## config.mk

```make
export PLATFORM = sky130hd
export DESIGN_NAME = muldiv_unit_flat
export DESIGN_NICKNAME = d
export VERILOG_FILES = /design/src/rtl/muldiv_pkg.sv /design/src/rtl/muldiv_if.sv /design/src/rtl/muldiv_step.sv /design/src/rtl/muldiv_unit.sv /design/src/flat_wrapper.sv
export SDC_FILE = /design/constraint.sdc
export NUM_CORES = 1
export LEC_CHECK = 0
export ABC_AREA = 1
export ABC_CLOCK_PERIOD_IN_PS = 4500
export CORE_MARGIN = 1.5
export CORE_UTILIZATION = 67
export DETAILED_ROUTE_END_ITERATION = 7
export GPL_TIMING_DRIVEN = 0
export PLACE_DENSITY = 0.84
export SLEW_MARGIN = 0
export SYNTH_ARGS = -nofsm -noshare
export SYNTH_HDL_FRONTEND = slang
export SYNTH_SLANG_ARGS = --single-unit
```

## constraint.sdc

```tcl
create_clock -name clk -period 4.5 [get_ports clk]
set_input_delay 0.675 -clock clk [delete_from_list [all_inputs] [get_ports clk]]
set_output_delay 0.675 -clock clk [all_outputs]
set_load 0.02 [all_outputs]
```

## src/rtl/muldiv_pkg.sv

```systemverilog
// Shared definitions for the iterative RV32M/RV64M multiply-divide unit:
// M-extension func3 codes, FSM states and decode helpers.
package muldiv_pkg;

  localparam logic [2:0] M_MUL    = 3'b000;
  localparam logic [2:0] M_MULH   = 3'b001;
  localparam logic [2:0] M_MULHSU = 3'b010;
  localparam logic [2:0] M_MULHU  = 3'b011;
  localparam logic [2:0] M_DIV    = 3'b100;
  localparam logic [2:0] M_DIVU   = 3'b101;
  localparam logic [2:0] M_REM    = 3'b110;
  localparam logic [2:0] M_REMU   = 3'b111;

  typedef enum logic [1:0] {
    S_IDLE,
    S_CALC,
    S_FIXUP,
    S_DONE
  } state_t;

  function automatic logic is_div(input logic [2:0] f);
    return f[2];
  endfunction

endpackage

```

## src/rtl/muldiv_if.sv

```systemverilog
// Request/response handshake bundle between the execute stage
// and the multiply-divide unit.
interface muldiv_if #(
  parameter int XLEN = 32
);
  logic            in_valid;
  logic            in_ready;
  logic [2:0]      func3;
  logic [XLEN-1:0] rs1;
  logic [XLEN-1:0] rs2;
  logic            flush;
  logic            out_valid;
  logic            out_ready;
  logic [XLEN-1:0] result;

  modport master (
    output in_valid, func3, rs1, rs2,
    output flush, out_ready,
    input  in_ready, out_valid, result
  );

  modport slave (
    input  in_valid, func3, rs1, rs2,
    input  flush, out_ready,
    output in_ready, out_valid, result
  );
endinterface

```

## src/rtl/muldiv_step.sv

```systemverilog
// One radix-2 iteration: shift-add for multiply, restoring
// trial-subtract for divide, on a {hi, lo} accumulator.
module muldiv_step #(
  parameter int XLEN = 32
) (
  input  logic              div,
  input  logic [2*XLEN-1:0] acc,
  input  logic [XLEN-1:0]   opnd,
  output logic [2*XLEN-1:0] acc_next
);

  logic [XLEN:0] sum;
  logic [XLEN:0] trial;
  logic [XLEN:0] diff;

  always_comb begin
    sum   = {1'b0, acc[2*XLEN-1:XLEN]}
          + {1'b0, (acc[0] ? opnd : '0)};
    trial = acc[2*XLEN-1:XLEN-1];
    diff  = trial - {1'b0, opnd};
    acc_next = {sum, acc[XLEN-1:1]};
    if (div) begin
      // borrow out of bit XLEN means the trial subtract went negative
      if (diff[XLEN])
        acc_next = {trial[XLEN-1:0], acc[XLEN-2:0], 1'b0};
      else
        acc_next = {diff[XLEN-1:0], acc[XLEN-2:0], 1'b1};
    end
  end

endmodule

```

## src/rtl/muldiv_unit.sv

```systemverilog
// Iterative M-extension unit: magnitudes in, UNROLL radix-2 steps per
// CALC cycle, sign fixup, registered result behind valid/ready.
module muldiv_unit
  import muldiv_pkg::*;
#(
  parameter int XLEN   = 32,
  parameter int UNROLL = 1
) (
  input logic     clk,
  input logic     rstn,
  muldiv_if.slave bus
);

  localparam int N  = XLEN / UNROLL;
  localparam int CW = $clog2(N);

  if (!(XLEN == 32 || XLEN == 64) ||
      !(UNROLL == 1 || UNROLL == 2 || UNROLL == 4) ||
      (XLEN % UNROLL) != 0) begin : g_bad_cfg
    $error("muldiv_unit: unsupported XLEN/UNROLL");
  end

  state_t            state, state_nxt;
  logic [CW-1:0]     cnt;
  logic [2*XLEN-1:0] acc;
  logic [XLEN-1:0]   opnd;
  logic [XLEN-1:0]   res;
  logic [2:0]        op;
  logic              neg_q, neg_r;

  logic            accept, fast, dz, ovf;
  logic            a_sgn, b_sgn, a_neg, b_neg;
  logic [XLEN-1:0] a_mag, b_mag, fast_res;
  logic [2*XLEN-1:0] prod;
  logic [XLEN-1:0] quo, rem, fix_res;
  logic            op_div;

  logic [2*XLEN-1:0] chain [UNROLL+1];

  always_comb begin
    a_sgn = 1'b1;
    b_sgn = 1'b1;
    unique case (bus.func3)
      M_MULHSU: b_sgn = 1'b0;
      M_MULHU, M_DIVU, M_REMU: begin
        a_sgn = 1'b0;
        b_sgn = 1'b0;
      end
      default: ;
    endcase
    a_neg = a_sgn & bus.rs1[XLEN-1];
    b_neg = b_sgn & bus.rs2[XLEN-1];
    a_mag = a_neg ? -bus.rs1 : bus.rs1;
    b_mag = b_neg ? -bus.rs2 : bus.rs2;
    dz    = (bus.rs2 == '0);
    ovf   = a_sgn & is_div(bus.func3)
          & (bus.rs1 == {1'b1, {(XLEN-1){1'b0}}})
          & (&bus.rs2);
    fast  = is_div(bus.func3) & (dz | ovf);
    if (!bus.func3[1])
      fast_res = dz ? '1 : bus.rs1;
    else
      fast_res = dz ? bus.rs1 : '0;
    accept = (state == S_IDLE) & bus.in_valid & ~bus.flush;
  end

  always_comb begin
    state_nxt = state;
    unique case (state)
      S_IDLE:  if (accept) state_nxt = fast ? S_DONE : S_CALC;
      S_CALC:  if (cnt == '0) state_nxt = S_FIXUP;
      S_FIXUP: state_nxt = S_DONE;
      S_DONE:  if (bus.out_ready) state_nxt = S_IDLE;
      default: state_nxt = S_IDLE;
    endcase
    if (bus.flush) state_nxt = S_IDLE;
  end

  always_ff @(posedge clk or negedge rstn) begin
    if (!rstn) state <= S_IDLE;
    else       state <= state_nxt;
  end

  assign op_div   = is_div(op);
  assign chain[0] = acc;

  for (genvar i = 0; i < UNROLL; i++) begin : g_step
    muldiv_step #(.XLEN(XLEN)) u_step (
      .div      (op_div),
      .acc      (chain[i]),
      .opnd     (opnd),
      .acc_next (chain[i+1])
    );
  end

  always_comb begin
    prod = neg_q ? -acc : acc;
    quo  = neg_q ? -acc[XLEN-1:0] : acc[XLEN-1:0];
    rem  = neg_r ? -acc[2*XLEN-1:XLEN] : acc[2*XLEN-1:XLEN];
    fix_res = '0;
    unique case (1'b1)
      (op == M_MUL):             fix_res = prod[XLEN-1:0];
      (!op[2] && op != M_MUL):   fix_res = prod[2*XLEN-1:XLEN];
      (op[2] && !op[1]):         fix_res = quo;
      (op[2] && op[1]):          fix_res = rem;
      default: ;
    endcase
  end

  always_ff @(posedge clk or negedge rstn) begin
    if (!rstn) begin
      cnt   <= '0;
      acc   <= '0;
      opnd  <= '0;
      res   <= '0;
      op    <= '0;
      neg_q <= 1'b0;
      neg_r <= 1'b0;
    end else begin
      unique case (state)
        S_IDLE: if (accept) begin
          op    <= bus.func3;
          neg_q <= a_neg ^ b_neg;
          neg_r <= a_neg;
          cnt   <= CW'(N - 1);
          if (fast) begin
            res <= fast_res;
          end else if (is_div(bus.func3)) begin
            acc  <= {{XLEN{1'b0}}, a_mag};
            opnd <= b_mag;
          end else begin
            acc  <= {{XLEN{1'b0}}, b_mag};
            opnd <= a_mag;
          end
        end
        S_CALC: begin
          acc <= chain[UNROLL];
          if (cnt != '0) cnt <= cnt - 1'b1;
        end
        S_FIXUP: res <= fix_res;
        default: ;
      endcase
    end
  end

  assign bus.in_ready  = (state == S_IDLE);
  assign bus.out_valid = (state == S_DONE);
  assign bus.result    = res;

endmodule

```

## src/flat_wrapper.sv

```systemverilog
// flat-port wrapper written by rule: the top's interface ports become plain ports
module muldiv_unit_flat import muldiv_pkg::*;
#(
  parameter int XLEN   = 32,
  parameter int UNROLL = 1
)
  (clk, rstn, bus_in_valid, bus_func3, bus_rs1, bus_rs2, bus_flush, bus_out_ready, bus_in_ready, bus_out_valid, bus_result);
  muldiv_if #(.XLEN(XLEN)) bus_i ();
  input logic clk;
  input logic rstn;
  input wire logic [$bits(bus_i.in_valid)-1:0] bus_in_valid;
  input wire logic [$bits(bus_i.func3)-1:0] bus_func3;
  input wire logic [$bits(bus_i.rs1)-1:0] bus_rs1;
  input wire logic [$bits(bus_i.rs2)-1:0] bus_rs2;
  input wire logic [$bits(bus_i.flush)-1:0] bus_flush;
  input wire logic [$bits(bus_i.out_ready)-1:0] bus_out_ready;
  output wire logic [$bits(bus_i.in_ready)-1:0] bus_in_ready;
  output wire logic [$bits(bus_i.out_valid)-1:0] bus_out_valid;
  output wire logic [$bits(bus_i.result)-1:0] bus_result;
  assign bus_i.in_valid = bus_in_valid;
  assign bus_i.func3 = bus_func3;
  assign bus_i.rs1 = bus_rs1;
  assign bus_i.rs2 = bus_rs2;
  assign bus_i.flush = bus_flush;
  assign bus_i.out_ready = bus_out_ready;
  assign bus_in_ready = bus_i.in_ready;
  assign bus_out_valid = bus_i.out_valid;
  assign bus_result = bus_i.result;
  muldiv_unit #(.XLEN(XLEN), .UNROLL(UNROLL)) u_core (.clk(clk), .rstn(rstn), .bus(bus_i));
endmodule
```

==> results of run 1 <==
[metrics by stage]
stage          setup slack [ns]  setup TNS [ns]  hold WS [ns]  instances
2_1_floorplan              1.74               0         0.379       3285
3_3_place_gp              -2.93         -407.42         0.463       3729
3_5_place_dp              0.876               0         0.466       3730
4_1_cts                   0.864               0         0.227       3762
[metal layers]
| layer | overflow | GRT usage, % |
|---|---|---|
| met5 | 0 | 11.1 |
| met4 | 3 | 51.5 |
| met3 | 0 | 38.3 |
| met1 | 0 | 65.5 |
| met2 | 1 | 82.6 |
[cells in the mapped netlist, types with 3 or more instances]
cell                       number
sky130_fd_sc_hd__buf_1         14
sky130_fd_sc_hd__o21bai_1       8
sky130_fd_sc_hd__or2_1          3
sky130_fd_sc_hd__nand2_4        4
sky130_fd_sc_hd__o21a_1         7
sky130_fd_sc_hd__a31oi_1        3
sky130_fd_sc_hd__inv_2         25
sky130_fd_sc_hd__nand3_1      336
sky130_fd_sc_hd__nor2_2         4
sky130_fd_sc_hd__nand3_2        4
sky130_fd_sc_hd__or2_2         14
sky130_fd_sc_hd__ha_1          75
sky130_fd_sc_hd__dfrtp_1      140
sky130_fd_sc_hd__o21ai_1       59
sky130_fd_sc_hd__nor2_1       438
sky130_fd_sc_hd__inv_1        342
sky130_fd_sc_hd__nand2_2        4
sky130_fd_sc_hd__o21ai_0      207
sky130_fd_sc_hd__a21o_1         9
sky130_fd_sc_hd__a211oi_1       3
sky130_fd_sc_hd__nand2_1     1051
sky130_fd_sc_hd__nor4_1         5
sky130_fd_sc_hd__nor3_1        48
sky130_fd_sc_hd__xnor2_1       14
sky130_fd_sc_hd__clkbuf_1      64
sky130_fd_sc_hd__o211ai_1      19
sky130_fd_sc_hd__nand3b_1      20
sky130_fd_sc_hd__xor2_1        63
sky130_fd_sc_hd__o31ai_1        4
sky130_fd_sc_hd__o21ai_2        4
sky130_fd_sc_hd__buf_2         36
sky130_fd_sc_hd__a21oi_1      199
sky130_fd_sc_hd__buf_6          6
sky130_fd_sc_hd__nand4_1       28
[cell families after synthesis]
logic type,share of synthesized area [%]
compound gates,15.6
simple gates,45.3
flops,19.3
fa+ha+maj,5.39
buf+inv,10.7
xor+xnor,3.72
==> results by stage, run 1 <==
Yosys:
- The synthesized net count is 3,434.
- Summing the sequential cell areas from Yosys gives 19.3% of the chip area.
- The number of instances in the synthesized netlist is 3,285.
- In this run, synthesis produced a sequential element count of 140.
- The synthesized netlist contains 51 unique library cells.
- Sorting the synthesized cells by area gives the leading types as sky130_fd_sc_hd__nand2_1, sky130_fd_sc_hd__dfrtp_1, sky130_fd_sc_hd__nand3_1.
- The yosys synthesis warning count is 0.
- After synthesis, the mean cell area works out to 5.53 sq um.
- Summed over its instances, the top area cell type makes up 21.7% of the synthesized netlist area.
- The post-synthesis instance area is 18,200 sq um.
- The number of enable-type register cells in the synthesized netlist is 0.
- Among all flip-flop cells after synthesis, the most frequent one is sky130_fd_sc_hd__dfrtp_1.
- The synthesized design spends more area on one cell type than any other, namely sky130_fd_sc_hd__nand2_1.
- The share of synthesized flip-flops with an asynchronous set or reset is 100%.

Global routing:
- The largest net degree at the start of global routing is 86.
- The via count of the first global-routing pass is 24,200.
- The first global-routing pass estimated 132,000 um of wire.
- The global-route usage over all layers is 61.0%.
- The total congestion overflow is 4.

Outcome:
- The first error in the log reads "[ERROR GRT-0116] Global routing finished with congestion. Check the congestion regions in the DRC Viewer".
- The flow did not finish.
- The last stage reached is global routing.

Clocking:
- The number of buffers created by CTS is 17.
- The longest clock path from root to sink contains 2 buffers.
- The tree is rooted in a sky130_fd_sc_hd__clkbuf_16.
- For this design, the sink count on the clock tree is 140.
- The quantity of gates resized following cts is 0.
- After clock tree synthesis, the setup repair step added 0 buffers.
- After clock tree synthesis, the flow added hold-fix buffers numbering 0.
- The CTS H-tree depth is 4.

Floorplan:
- The die span in y is 168 um.
- The width of the chip is 168 um.
- The floorplan row count is 60.
- The initial core utilization is 67.7%.
- The count of pins on the block boundary is 106.

Placement:
- The placed instances occupy a cell area of 19,600 sq um.
- Summed over all nets, the half-perimeter wirelength after detailed placement is 62,200 um.
- The final RePlAce weighted congestion is 1.27.
- The number of buffers inserted by port buffering is 103.
==> run 2: changes to the inputs <==
- CORE_UTILIZATION: 67 -> 40
- PLACE_DENSITY: 0.84 -> not set
- PLACE_DENSITY_LB_ADDON: not set -> 0.15
==> results by stage, run 2 <==
Outcome:
- The run finished, with violations left.
- The checks that failed: design-rule violations.

Clocking:
- The CTS H-tree depth is 4.
- Clock tree synthesis inserted a total of 17 buffers.
- The latest clock arrival within the worst-skew pair is 0.50 ns.
- Post-CTS repair changed the size of 0 cells.
- After clock tree synthesis, the clock-pin slew on the worst setup and hold paths is 0.07 ns.
- The CTS sink count is 140.
- The CTS tree is yes.
- Buffers inserted to repair hold after CTS numbered 0.
- The clock passes through at most 2 buffers.
- The number of setup buffers added after CTS is 0.
- The root buffer cell chosen for the clock tree is sky130_fd_sc_hd__clkbuf_16.

Floorplan:
- The count of pins on the block boundary is 106.
- The floorplan step defined a core boundary enclosing 44,500 sq um.
- The die outline area is 46,700 sq um.
- The initial utilization of the core area, before any placement, comes to 40.8%.
- The die is 216 um tall.
- The floorplan row count is 77.
- The floorplan step set the die width to 216 um.

Yosys:
- The number of instances in the synthesized netlist is 3,285.
- The area share of the largest cell type after synthesis is 21.7%.
- The most used standard cell by instance count after synthesis is sky130_fd_sc_hd__nand2_1.
- The synthesized net count is 3,434.
- The average instance area after synthesis is 5.53 sq um.
- The cell area that synthesis handed to floorplanning was 18,200 sq um.
- The yosys synthesis warning count is 0.
- Summed over all instances, the cell type with the most area after synthesis is sky130_fd_sc_hd__nand2_1.
- The number of different library cells in the post-synthesis netlist is 51.
- Among all flip-flop cells after synthesis, the most frequent one is sky130_fd_sc_hd__dfrtp_1.
- After synthesis, the most frequently instantiated cells are sky130_fd_sc_hd__nand2_1, sky130_fd_sc_hd__nor2_1, sky130_fd_sc_hd__inv_1, sky130_fd_sc_hd__nand3_1, sky130_fd_sc_hd__o21ai_0.
- The number of synthesized register bits is 140.
- For this run, the register share of the synthesized area comes to 19.3%.
- Yosys mapped a number of flops with a built-in enable equal to 0.
- Ranked by total cell area, the synthesized netlist is headed by sky130_fd_sc_hd__nand2_1, sky130_fd_sc_hd__dfrtp_1, sky130_fd_sc_hd__nand3_1.
- Of all flip-flops after synthesis, the portion carrying an async set or reset was 100%.

Worst setup path:
- The largest stage delay on the critical path is 0.52 ns.
- STA classifies the critical path startpoint as a flip-flop.
- In this run the critical register-to-register path is captured at u_core.acc[43].
- In this run the worst path has a maximum fanout of 10.
- The worst setup path is captured at a flip-flop.
- Walking the worst path, the cells encountered are buf_2 > clkbuf_1 > nand2_1 > inv_1 > ha_1 > inv_1 > fa_1 > inv_1 > nand2_1 > o21ai_0 > a21oi_1 > o21ai_0 > xor2_1 > nor2_1 > nor2_1 > nand2_1 > nand2_1.
- In this design, the critical path's most frequently occurring cell is sky130_fd_sc_hd__nand2_1.
- Setup slack on the worst reg-to-reg path comes out at 0.61 ns.
- Counting cells, the worst reg-to-reg path comes to 17.
- For the worst setup path, the data arrival time is 4.33 ns.
- The required time of the critical path is 4.93 ns.
- The launch point of the worst reg-to-reg path is u_core.acc[0].
- The cell with the largest stage delay on the worst path is sky130_fd_sc_hd__o21ai_0.
- The worst setup path is of the flip-flop to flip-flop kind.

Drt:
- The DRC violation total after the first TritonRoute iteration is 2,536.
- The detail-routed via count per cell is 5.76.
- The final route contains 23,100 vias.
- The total wire length after detailed routing is 90,500 um.
- The count of nets left with antenna violations after detail routing is 0.
- Dividing the detail-routed wire length by the instance count gives 22.6 um.
- The number of iterations in the first detailed-routing pass is 8.
- The DRC violations left is 3.

Min path:
- The worst hold path belongs to the class input port to async pin.

STA:
- The fmax is 257 MHz.
- The minimum clock period after layout is 3.89 ns.
- Measured against its own limit, the worst slew margin works out to 32.3%.
- At the pin with the least slew margin, the transition time is 1.02 ns.
- Across the routed clock network, the largest skew measured is 0.0189 ns.
- Setup violations remaining at the end of the flow were counted as 0.
- The count of endpoints failing hold in the final timing report came to 0.
- The number of slew-limit violations in the final report is 0.
- Setup repair after global routing left no endpoint under its margin.
- The worst path uses 86.5% of the clock period.

Global routing:
- The total congestion overflow is 0.
- The number of antenna violations at the first check in global routing came to 4.
- The via count of the first global-routing pass is 21,600.
- Entering global routing, the biggest net connects 88 pins.
- The first global-routing pass estimated 133,000 um of wire.
- In the global route stage, overall resource usage came out at 38.5%.

Placement:
- After legalization and detailed placement, the total HPWL measured 74,400 um.
- Counting tap cells, the placed design contains a total of 3,981 instances.
- The final RePlAce weighted congestion is 1.04.
- Input and output buffers added on the ports amount to 103.

Finish:
- The final standard cell utilization of the core is 46.2%.
- The library cell used most frequently in the layout, excluding fill and tap cells, is sky130_fd_sc_hd__nand2_1.
- The number of fillers in the final layout is 4,933.
- The top cell types in the final layout, fill and taps aside, are sky130_fd_sc_hd__nand2_1, sky130_fd_sc_hd__nor2_1, sky130_fd_sc_hd__inv_1.
- The register with the most flip-flops in the layout has 64 of them.
- The post-route netlist has 4.24% of its cells at a drive strength greater than 1.
- The register ranked first by flip-flop count is u_core.acc.
- The finished layout holds 4,014 standard cells, fillers aside.
- The final layout net count is 3,557.
- Compared with the post-synthesis result, the final layout area differs by 13.2%.

Power:
- The overall power after layout is 15.5 mW.
- The worst-case IR drop observed on VDD is 0.382 mV.
- In this run the static leakage power is 10.3 nW.
- Dividing total power by cell area gives a power density of 753 nW/um^2.

Job:
- Across the run, the number of max-cap violations was 0.
run 2: metrics by stage:
stage	setup TNS, ns	hold WS, ns	instance area (sq um)	setup slack, ns
after global routing	0	0.196	20500	0.209
final	0	0.159	20600	0.609
after global placement	-466.78	0.469	19900	-3.37
after detailed placement	0	0.465	20000	0.667
after floorplan	0	0.379	18200	1.74
after CTS	0	0.170	20500	0.662
run 2: layer usage:
metal  wire [um]  vias up  GRT usage, %
li1            -    10900             -
met5           0        -             0
met4        5820        0          22.0
met2       38700     1342          59.5
met3       10300      280          11.3
met1       35800    10600          47.7
run 2: worst max-delay path by stage:
| stage | slack [ns] | from | endpoint |
|---|---|---|---|
| 5_1_grt | 0.21 | u_core.acc[0] | u_core.acc[59] |
| 4_1_cts | 0.66 | u_core.acc[0] | u_core.acc[59] |
| 3_3_place_gp | -3.37 | rstn | u_core.bus.result[0] |
| 6_report | 0.61 | u_core.acc[0] | u_core.acc[43] |
| 2_1_floorplan | 1.74 | u_core.acc[0] | u_core.acc[59] |
| 3_5_place_dp | 0.67 | u_core.acc[0] | u_core.acc[59] |
run 2: kinds of logic (layout without fill, tap and decap cells):
kind of cell / after synthesis / after routing / share of synthesized area, %
XOR/XNOR: 77 / 77 / 3.72
AO/OA/AOI/OAI: 532 / 532 / 15.6
buffers and inverters: 490 / 626 / 10.7
other: 0 / 1 / 0
flip-flops: 140 / 140 / 19.3
adder cells (fa/ha/maj): 77 / 77 / 5.39
AND/OR/NAND/NOR: 1969 / 1969 / 45.3
run 2: layout make-up:
class	count	area, sq um	area share, %
multi-input cells	2655	12700	61.9
clock buffers	17	425	2.07
diodes	1	2.50	0.0122
clock inverters	15	173	0.840
repair buffers	104	1060	5.16
plain buffers	121	548	2.67
well taps	592	741	3.60
flip-flops and latches	140	3500	17.0
inverters	369	1390	6.74
run 2: power by group:
part | total, mW | switching, mW | internal (mW)
sequential | 2.58 | 0.774 | 1.80
combinational | 11.4 | 8.02 | 3.34
clock | 1.54 | 0.748 | 0.793
run 2: worst max-delay path, delay by kind of cell, from the launching register on:
family	cells	cell delay, ns
simple gates	6	0.47
buf+inv	5	0.91
compound gates	3	1.25
fa+ha+maj	2	0.56
flops	1	0.32
xor+xnor	1	0.28
Power figures use the tool's default switching activity.
